--- config.mk ---
export PLATFORM = sky130hd
export DESIGN_NAME = sev_seg_scan
export DESIGN_NICKNAME = d
export VERILOG_FILES = /design/src/rtl/sev_seg_pkg.sv /design/src/rtl/sev_seg_glyph.sv /design/src/rtl/sev_seg_scan.sv
export SDC_FILE = /design/constraint.sdc
export NUM_CORES = 1
export LEC_CHECK = 0
export ABC_AREA = 1
export CAP_MARGIN = 20
export CORE_MARGIN = 2
export CORE_UTILIZATION = 47
export DETAILED_ROUTE_END_ITERATION = 6
export DONT_BUFFER_PORTS = 1
export PLACE_DENSITY = 0.63
export SYNTH_ARGS = -nofsm -noshare
export SYNTH_HDL_FRONTEND = slang
export SYNTH_SLANG_ARGS = --single-unit
--- constraint.sdc ---
create_clock -name clk -period 2.7 [get_ports clk]
set_input_delay 0.27 -clock clk [delete_from_list [all_inputs] [get_ports clk]]
set_output_delay 0.27 -clock clk [all_outputs]
set_load 0.05 [all_outputs]
--- src/rtl/sev_seg_pkg.sv ---
// Shared types, glyph codes and the active-high glyph table for the
// scanned seven-segment display driver.
package sev_seg_pkg;

    typedef logic [6:0] seg_t;

    localparam logic [3:0] GLYPH_A     = 4'hA;
    localparam logic [3:0] GLYPH_B     = 4'hB;
    localparam logic [3:0] GLYPH_C     = 4'hC;
    localparam logic [3:0] GLYPH_D     = 4'hD;
    localparam logic [3:0] GLYPH_E     = 4'hE;
    localparam logic [3:0] GLYPH_BLANK = 4'hF;

    // Segments a..g on bits 0..6, 1 = lit; index is the glyph code.
    localparam seg_t GLYPH_TABLE [16] = '{
        7'h3F, 7'h06, 7'h5B, 7'h4F, 7'h66, 7'h6D, 7'h7D, 7'h07,
        7'h7F, 7'h6F, 7'h77, 7'h7C, 7'h39, 7'h5E, 7'h79, 7'h00
    };

endpackage

--- src/rtl/sev_seg_glyph.sv ---
// Combinational glyph decoder: 4-bit display code to active-high segments.
module sev_seg_glyph
    import sev_seg_pkg::*;
(
    input  logic [3:0] code,
    output seg_t       seg_c
);

    assign seg_c = GLYPH_TABLE[code];

endmodule

--- src/rtl/sev_seg_scan.sv ---
// Time-multiplexed multi-digit seven-segment driver with double-buffered
// loads, per-digit blank/blink. Optional decimal point: SEV_SEG_DP_EN.
module sev_seg_scan
    import sev_seg_pkg::*;
#(
    parameter int unsigned NUM_DIGITS     = 4,
    parameter int unsigned SCAN_DIV       = 1000,
    parameter int unsigned BLINK_FRAMES   = 64,
    parameter bit          SEG_ACTIVE_LOW = 1'b1
) (
    input  logic                      clk,
    input  logic                      rst_n,
    input  logic                      load,
    input  logic [4*NUM_DIGITS-1:0]   char_in,
    input  logic [NUM_DIGITS-1:0]     blank_mask,
    input  logic [NUM_DIGITS-1:0]     blink_mask,
    output logic [6:0]                seg,
    output logic [NUM_DIGITS-1:0]     an,
    output logic                      frame_done,
    output logic                      pending
`ifdef SEV_SEG_DP_EN
    ,
    input  logic [NUM_DIGITS-1:0]     dp_mask,
    output logic                      dp
`endif
);

    localparam int unsigned CHAR_W = 4 * NUM_DIGITS;
    localparam int unsigned CNT_W  = $clog2(SCAN_DIV);
    localparam int unsigned IDX_W  = $clog2(NUM_DIGITS);
    localparam int unsigned FRM_W  = (BLINK_FRAMES > 1) ? $clog2(BLINK_FRAMES) : 1;
    localparam seg_t                  SEG_OFF = {7{SEG_ACTIVE_LOW}};
    localparam logic [NUM_DIGITS-1:0] AN_OFF  = {NUM_DIGITS{SEG_ACTIVE_LOW}};

    logic [CNT_W-1:0]      presc_q, presc_d;
    logic [IDX_W-1:0]      idx_q, idx_d;
    logic [FRM_W-1:0]      frm_q, frm_d;
    logic                  blink_on_q, blink_on_d;
    logic                  frame_done_q, frame_done_d;
    logic                  pending_q, pending_d;
    logic [CHAR_W-1:0]     act_char_q, act_char_d, pend_char_q, pend_char_d;
    logic [NUM_DIGITS-1:0] act_blank_q, act_blank_d, pend_blank_q, pend_blank_d;
    logic [NUM_DIGITS-1:0] act_blink_q, act_blink_d, pend_blink_q, pend_blink_d;
    seg_t                  seg_q, seg_d;
    logic [NUM_DIGITS-1:0] an_q, an_d;

    logic                  tick_c, wrap_c, dark_c;
    logic [3:0]            code_c;
    logic [NUM_DIGITS-1:0] sel_c;
    seg_t                  glyph_c, seg_hi_c;

    sev_seg_glyph u_glyph (
        .code  (code_c),
        .seg_c (glyph_c)
    );

    // Select the code, darkness and anode for the digit under scan.
    always_comb begin
        code_c = GLYPH_BLANK;
        dark_c = 1'b0;
        sel_c  = '0;
        for (int unsigned i = 0; i < NUM_DIGITS; i++) begin
            if (idx_q == IDX_W'(i)) begin
                code_c   = act_char_q[4*i +: 4];
                dark_c   = act_blank_q[i] | (act_blink_q[i] & ~blink_on_q);
                sel_c[i] = 1'b1;
            end
        end
    end

    // frame_done is raised in the wrap-tick cycle itself, so the buffer swap
    // lands exactly at the edge where the index returns to digit 0.
    always_comb begin
        presc_d      = presc_q;
        idx_d        = idx_q;
        frm_d        = frm_q;
        blink_on_d   = blink_on_q;
        pending_d    = pending_q;
        act_char_d   = act_char_q;
        act_blank_d  = act_blank_q;
        act_blink_d  = act_blink_q;
        pend_char_d  = pend_char_q;
        pend_blank_d = pend_blank_q;
        pend_blink_d = pend_blink_q;

        tick_c       = (presc_q == CNT_W'(SCAN_DIV - 1));
        wrap_c       = (idx_q == IDX_W'(NUM_DIGITS - 1));
        frame_done_d = (presc_q == CNT_W'(SCAN_DIV - 2)) && wrap_c;

        if (tick_c) begin
            presc_d = '0;
            idx_d   = wrap_c ? '0 : idx_q + IDX_W'(1);
        end else begin
            presc_d = presc_q + CNT_W'(1);
        end

        if (frame_done_q) begin
            if (load) begin
                act_char_d  = char_in;
                act_blank_d = blank_mask;
                act_blink_d = blink_mask;
            end else if (pending_q) begin
                act_char_d  = pend_char_q;
                act_blank_d = pend_blank_q;
                act_blink_d = pend_blink_q;
            end
            pending_d = 1'b0;
            if (frm_q == FRM_W'(BLINK_FRAMES - 1)) begin
                frm_d      = '0;
                blink_on_d = ~blink_on_q;
            end else begin
                frm_d = frm_q + FRM_W'(1);
            end
        end else if (load) begin
            pend_char_d  = char_in;
            pend_blank_d = blank_mask;
            pend_blink_d = blink_mask;
            pending_d    = 1'b1;
        end

        seg_hi_c = dark_c ? '0 : glyph_c;
        seg_d    = seg_hi_c ^ SEG_OFF;
        an_d     = tick_c ? AN_OFF : (sel_c ^ AN_OFF);
    end

    always_ff @(posedge clk or negedge rst_n) begin
        if (!rst_n) begin
            presc_q      <= '0;
            idx_q        <= '0;
            frm_q        <= '0;
            blink_on_q   <= 1'b1;
            frame_done_q <= 1'b0;
            pending_q    <= 1'b0;
            act_char_q   <= {NUM_DIGITS{GLYPH_BLANK}};
            act_blank_q  <= '0;
            act_blink_q  <= '0;
            pend_char_q  <= {NUM_DIGITS{GLYPH_BLANK}};
            pend_blank_q <= '0;
            pend_blink_q <= '0;
            seg_q        <= SEG_OFF;
            an_q         <= AN_OFF;
        end else begin
            presc_q      <= presc_d;
            idx_q        <= idx_d;
            frm_q        <= frm_d;
            blink_on_q   <= blink_on_d;
            frame_done_q <= frame_done_d;
            pending_q    <= pending_d;
            act_char_q   <= act_char_d;
            act_blank_q  <= act_blank_d;
            act_blink_q  <= act_blink_d;
            pend_char_q  <= pend_char_d;
            pend_blank_q <= pend_blank_d;
            pend_blink_q <= pend_blink_d;
            seg_q        <= seg_d;
            an_q         <= an_d;
        end
    end

    assign seg        = seg_q;
    assign an         = an_q;
    assign frame_done = frame_done_q;
    assign pending    = pending_q;

`ifdef SEV_SEG_DP_EN
    logic [NUM_DIGITS-1:0] act_dp_q, act_dp_d, pend_dp_q, pend_dp_d;
    logic                  dp_q, dp_d;

    // Decimal-point mask follows the same double-buffer path as the glyphs.
    always_comb begin
        act_dp_d  = act_dp_q;
        pend_dp_d = pend_dp_q;
        if (frame_done_q) begin
            if (load) begin
                act_dp_d = dp_mask;
            end else if (pending_q) begin
                act_dp_d = pend_dp_q;
            end
        end else if (load) begin
            pend_dp_d = dp_mask;
        end
        dp_d = SEG_ACTIVE_LOW;
        for (int unsigned i = 0; i < NUM_DIGITS; i++) begin
            if (idx_q == IDX_W'(i)) begin
                dp_d = (act_dp_q[i] & ~dark_c) ^ SEG_ACTIVE_LOW;
            end
        end
    end

    always_ff @(posedge clk or negedge rst_n) begin
        if (!rst_n) begin
            act_dp_q  <= '0;
            pend_dp_q <= '0;
            dp_q      <= SEG_ACTIVE_LOW;
        end else begin
            act_dp_q  <= act_dp_d;
            pend_dp_q <= pend_dp_d;
            dp_q      <= dp_d;
        end
    end

    assign dp = dp_q;
`endif

endmodule

Word-level counts from Yosys, hierarchy flattened
Memories as Yosys holds them, arrays and structs flattened.
Cells that the tools add are included.
{ "classes": {"eq_ne": 6, "n_lt_le_gt_ge": 1, "add_sub_neg": 3, "n_reduce_logical": 7, "mux": 27, "n_bitwise": 13} }
{ "op_table": {"columns": ["cell", "count"], "rows": [
  ["$mux W4", 9],
  ["$mux W16", 2],
  ["$mux W7", 3],
  ["$eq A10 B10 Y1 const B", 2],
  ["$add A10 B1 Y10 const B", 1],
  ["$mux W1", 10],
  ["$mux W10", 1],
  ["$not A7 Y7", 1],
  ["$add A6 B1 Y6 const B", 1],
  ["$eq A6 B6 Y1 const B", 1],
  ["$mux W6", 1],
  ["$reduce_and A2 Y1", 3],
  ["$ge A5 B5 Y1 const B", 1],
  ["$not A4 Y5", 1],
  ["$and A1 B1 Y1", 4],
  ["$eq A2 B2 Y1 const B", 2],
  ["$not A4 Y4", 1],
  ["$or A1 B1 Y1", 4],
  ["$reduce_bool A2 Y1", 2],
  ["$add A2 B1 Y2 const B", 1],
  ["$eq A2 B1 Y1 const B", 1],
  ["$logic_not A2 Y1", 1],
  ["$mux W2", 1],
  ["$not A1 Y1", 2],
  ["$logic_and A1 B1 Y1", 1]
]} }
{ "word_totals": {"regBits": 80, "n_memories": 1, "elab_cells": 72, "rom_bits": 112, "input_bits": 27} }
{ "mem_list": {"columns": ["memory", "words", "width", "read_ports", "rd_ports_with_merged_regs", "wr", "line_no", "rtl"], "rows": [
  ["(name not given)", 16, 7, 1, 0, 0, "sev_seg_glyph.sv:9", "assign seg_c = GLYPH_TABLE[code];"]
]} }

Longest topological paths before layout
{ "depth": {"depth_word": 11, "ltp_mapped": 14, "depth_no_buf": 14} }

Hierarchy
Synthesis repeated with hierarchy kept, for this count alone.
{ "unflattened": {"cells_unflattened": 465, "hier_area_um2": 4056.4} }
{ "modules_own_cells": {"columns": ["module", "n_inst", "cells_each", "area_per_inst_um2", "seq_area_each_um2"], "rows": [
  ["sev_seg_scan", 1, 408, 3737.3, 2057.0],
  ["sev_seg_glyph", 1, 57, 319.1, 0.0]
]} }

Worst setup path before layout
Ideal clock, no wire load.
{ "synth_timing": {"path_type": "register -> register", "startpoint": "register idx_q[0]", "endpoint": "register seg_q[6] (netlist: seg[6])", "stages_incl_launch_ff": 12, "arrival_ns": 1.805, "setup_time_ns": 0.077, "slack_ns": 0.818, "t_required_ns": 2.623, "period_less_slack_ns": 1.882, "cell_sequence": "dfrtp_1 inv_1 ha_1 buf_6 a21oi_1 nand2_1 a21boi_1 ha_1 nand2_1 nor2_1 nor2_1 nand2_1"} }
{ "synth_between": {"elab_chain_len": 11, "word_cells_on_any_way": 18, "cone_classes": "3 x eq/ne; 11 x mux; 2 x bitwise; 1 x reduce/logical; 1 x memory"} }
{ "synth_lines": {"columns": ["item", "line_no", "rtl"], "rows": [
  ["start, declared", "sev_seg_scan.sv:36", "logic [IDX_W-1:0] idx_q, idx_d;"],
  ["start signal, assigned", "sev_seg_scan.sv:144", "idx_q <= idx_d;"],
  ["$logic_not A2 Y1", "sev_seg_scan.sv:63", "if (idx_q == IDX_W'(i)) begin"],
  ["$mux W4 (4 in series)", "sev_seg_scan.sv:63", null],
  ["$not A4 Y5 (implied by the code)", "sev_seg_glyph.sv:9", null],
  ["$mem_v2 Z16 W7", null, null],
  ["$mux W7 (implied by the code) (2 in series)", "sev_seg_glyph.sv:9", null],
  ["$mux W7 *", "sev_seg_scan.sv:121", "seg_hi_c = dark_c ? '0 : glyph_c;"],
  ["$not A7 Y7 (no source line) *", null, null],
  ["named net seg_d[6]", "sev_seg_scan.sv:44", "seg_t seg_q, seg_d;"],
  ["end signal, assigned", "sev_seg_scan.sv:155", "seg_q <= seg_d;"],
  ["end, declared", "sev_seg_scan.sv:44", null]
]} }
Mark *: on every way through the listed nets, which the timed path passes. The rest lies on a longest branch. The select of a mux whose other input is x is not followed.
A chain may end at the register's enable or synchronous reset.

Worst setup path after layout
Same ends and word-level chain as after synthesis.

==> qor.txt <==
status: finished clean
first-pass GRT wire length: 13,000 microns
CP startpoint kind: register
Max Clock Skew: 0.0104 ns
CTS resizes: 0
Hold Buf Count CTS: 2
wirelength, routed: 7490 microns
die area: 9450 sq um
total core area: 8590 sq um
Core Rows: 34
Mean Syn Cell Area: 9.12 sq um
reg2reg setup slack: 0.46 ns
Leakage: 2.01 nW
drt via density: 4.95
WHS: 0.0346 ns
Critical Path AT: 2.53 ns
total grt overflow: 0
Place WS: 0.478 ns
Least-Margin Pin Slew: 0.499 ns
hpwl dp: 5250 microns
nets@finish: 491
clk_lat worst skew: 0.35 ns
worst setup path class: reg -> reg
starting density of the core: 47.5%
max cap viols: 0
fmax: 0.447 GHz
CTS sink cnt: 80
Pwr Total: 2.44 mW
number of global-route vias before repair: 2,743
area of the mapped netlist: 4090 sq um
Die X: 97.2 microns
Clock Pin Slew Worst Setup and Hold Paths: 0.09 ns
Async S/R FF share, synth: 100%
DR pass1 iterations: 4
Residual DRC: 0
share of cells above drive strength 1: 24.7%
Tmin final: 2.24 ns
#FFs+latches synth: 80
via count: 2,784
Filler Cell Count: 812
layout overhead on the synthesized area: 6.89%
syn_nets: 490
unrepaired setup endpoints after global routing: no
n_diodes: 0
Post-Place Cell Area: 4130 sq um
sequential fraction of the synthesis area: 50.4%
Port-buffer cells: 0
Syn Inst Count: 448
DRT iter0 DRCs: 171
H-tree depth: 3
largest net degree at the start of global routing: 81
Max-slew headroom: 66.7%
GP Congestion: 0.818
top-level I/O count: 40
period utilisation layout: 82.9%
Pwr Density: 558 nW/um^2
Die H: 97.2 microns
CTS tree: yes
CP max FO: 11
Synth top area share: 28.3%
Placed Cells: 544
initial antenna violation count: 0
# setup viols final: 0
routed len/inst: 13.3 microns
Util after Layout: 50.8%
pins over their slew limit: 0
most common cell in the netlist: nand2_1
dominant cell type by area after synthesis: dfstp_2
peak supply drop: 0.000381 V
Design Area, Final: 4370 sq um
Hold Path Class: in -> reg
Synth Flop Type: dfstp_2
CTS Buf Count: 9
Post-synth EDFFs: 0
final setup margin: 0.461 ns
# Post-CTS Setup Buffers: 0
commonest cells in the netlist: nand2_1 (118), inv_1 (52), dfstp_2 (44), dfrtp_1 (36), nor2_1 (28)
largest cells by area after synthesis: dfstp_2 (28%), dfrtp_1 (22%), nand2_1 (11%), inv_1 (4.8%), ha_1 (4.6%)
CP required: 2.99 ns
Antenna Violating Nets Remaining: 0
setup TNS: 0 ns
Total GRT Usage: 17.0%
Warnings, synthesis: 0
Crit. End Element: register
Final Hold Viols: 0
final cell count without fillers: 562
CTS Buffer Depth: 2
Yosys cell types: 40
CTS root buffer: clkbuf_8
-- cell families after synthesis --
logic type | count (synthesis) | share of synthesized area (%)
simple gates | 183 | 19.6
flops | 80 | 50.4
compound gates | 78 | 12.9
buf+inv | 76 | 8.51
fa+ha+maj | 15 | 4.59
mux | 10 | 2.76
xor+xnor | 6 | 1.29
-- flip-flops by register name, summed over array words and instances, names as in the netlist --
name,count
act_blank_q,4
act_blink_q,4
act_char_q,16
an,4
blink_on_q,1
frame_done,1
frm_q,6
idx_q,2
pend_blank_q,4
pend_blink_q,4
pend_char_q,16
pending,1
presc_q,10
seg,7
-- worst paths after layout --
check	startpoint	cells after the start	end
worst max register to register	idx_q[0]	9	seg[6]
min in group asynchronous	rst_n	2	act_blink_q[0]
worst min-delay path	char_in[14]	2	act_char_q[14]
worst min register to register	pend_blink_q[1]	2	pend_blink_q[1]
max in group asynchronous	rst_n	2	an[3]
worst max-delay path	idx_q[0]	9	seg[6]
-- critical path, cell delays in order (launching register included) --
cell	delay [ns]
dfrtp_1	0.42
inv_1	0.16
ha_1	0.45
a21oi_1	0.15
a21boi_1	0.38
ha_1	0.32
nand2_1	0.09
nor2_1	0.04
nor2_1	0.10
nand2_1	0.06
-- placed cells by master, fill, tap and decap left out, types with 6 or more instances in the layout --
cell type    n
inv_2        6
dfrtp_1     36
nand3_1     15
a21oi_1     14
nor2_1      28
mux2_2      10
a31oi_1     10
clkbuf_8     9
inv_1       52
o211ai_1     8
dfstp_2     44
nand2_1    118
o211ai_2     6
o21ai_0     27
ha_1        15
-- layout make-up --
type                       count  area, sq um  area share [%]
clock buffer                  10          128            2.92
clock inverter                 6         67.6            1.55
inverter                      59          224            5.13
multi-input combinational    292         1680            38.5
sequential                    80         2060            47.1
tap                          108          135            3.09
timing repair buffer           7         75.1            1.72
-- routing by layer --
metal,GRT usage (%),share of wire (%),vias to the layer above
met2,26.2,47,39
met4,6.09,0.56,0
met5,0,0,-
met3,4.24,3.2,2
met1,23.7,49,1312
li1,-,-,1431
-- power by group --
part | switching, mW | total, mW | internal (mW)
logic | 0.117 | 0.184 | 0.0676
clock network | 0.451 | 0.884 | 0.433
registers | 0.0681 | 1.37 | 1.30
total | 0.636 | 2.44 | 1.80
No activity file was read; power rests on OpenSTA's default activity.
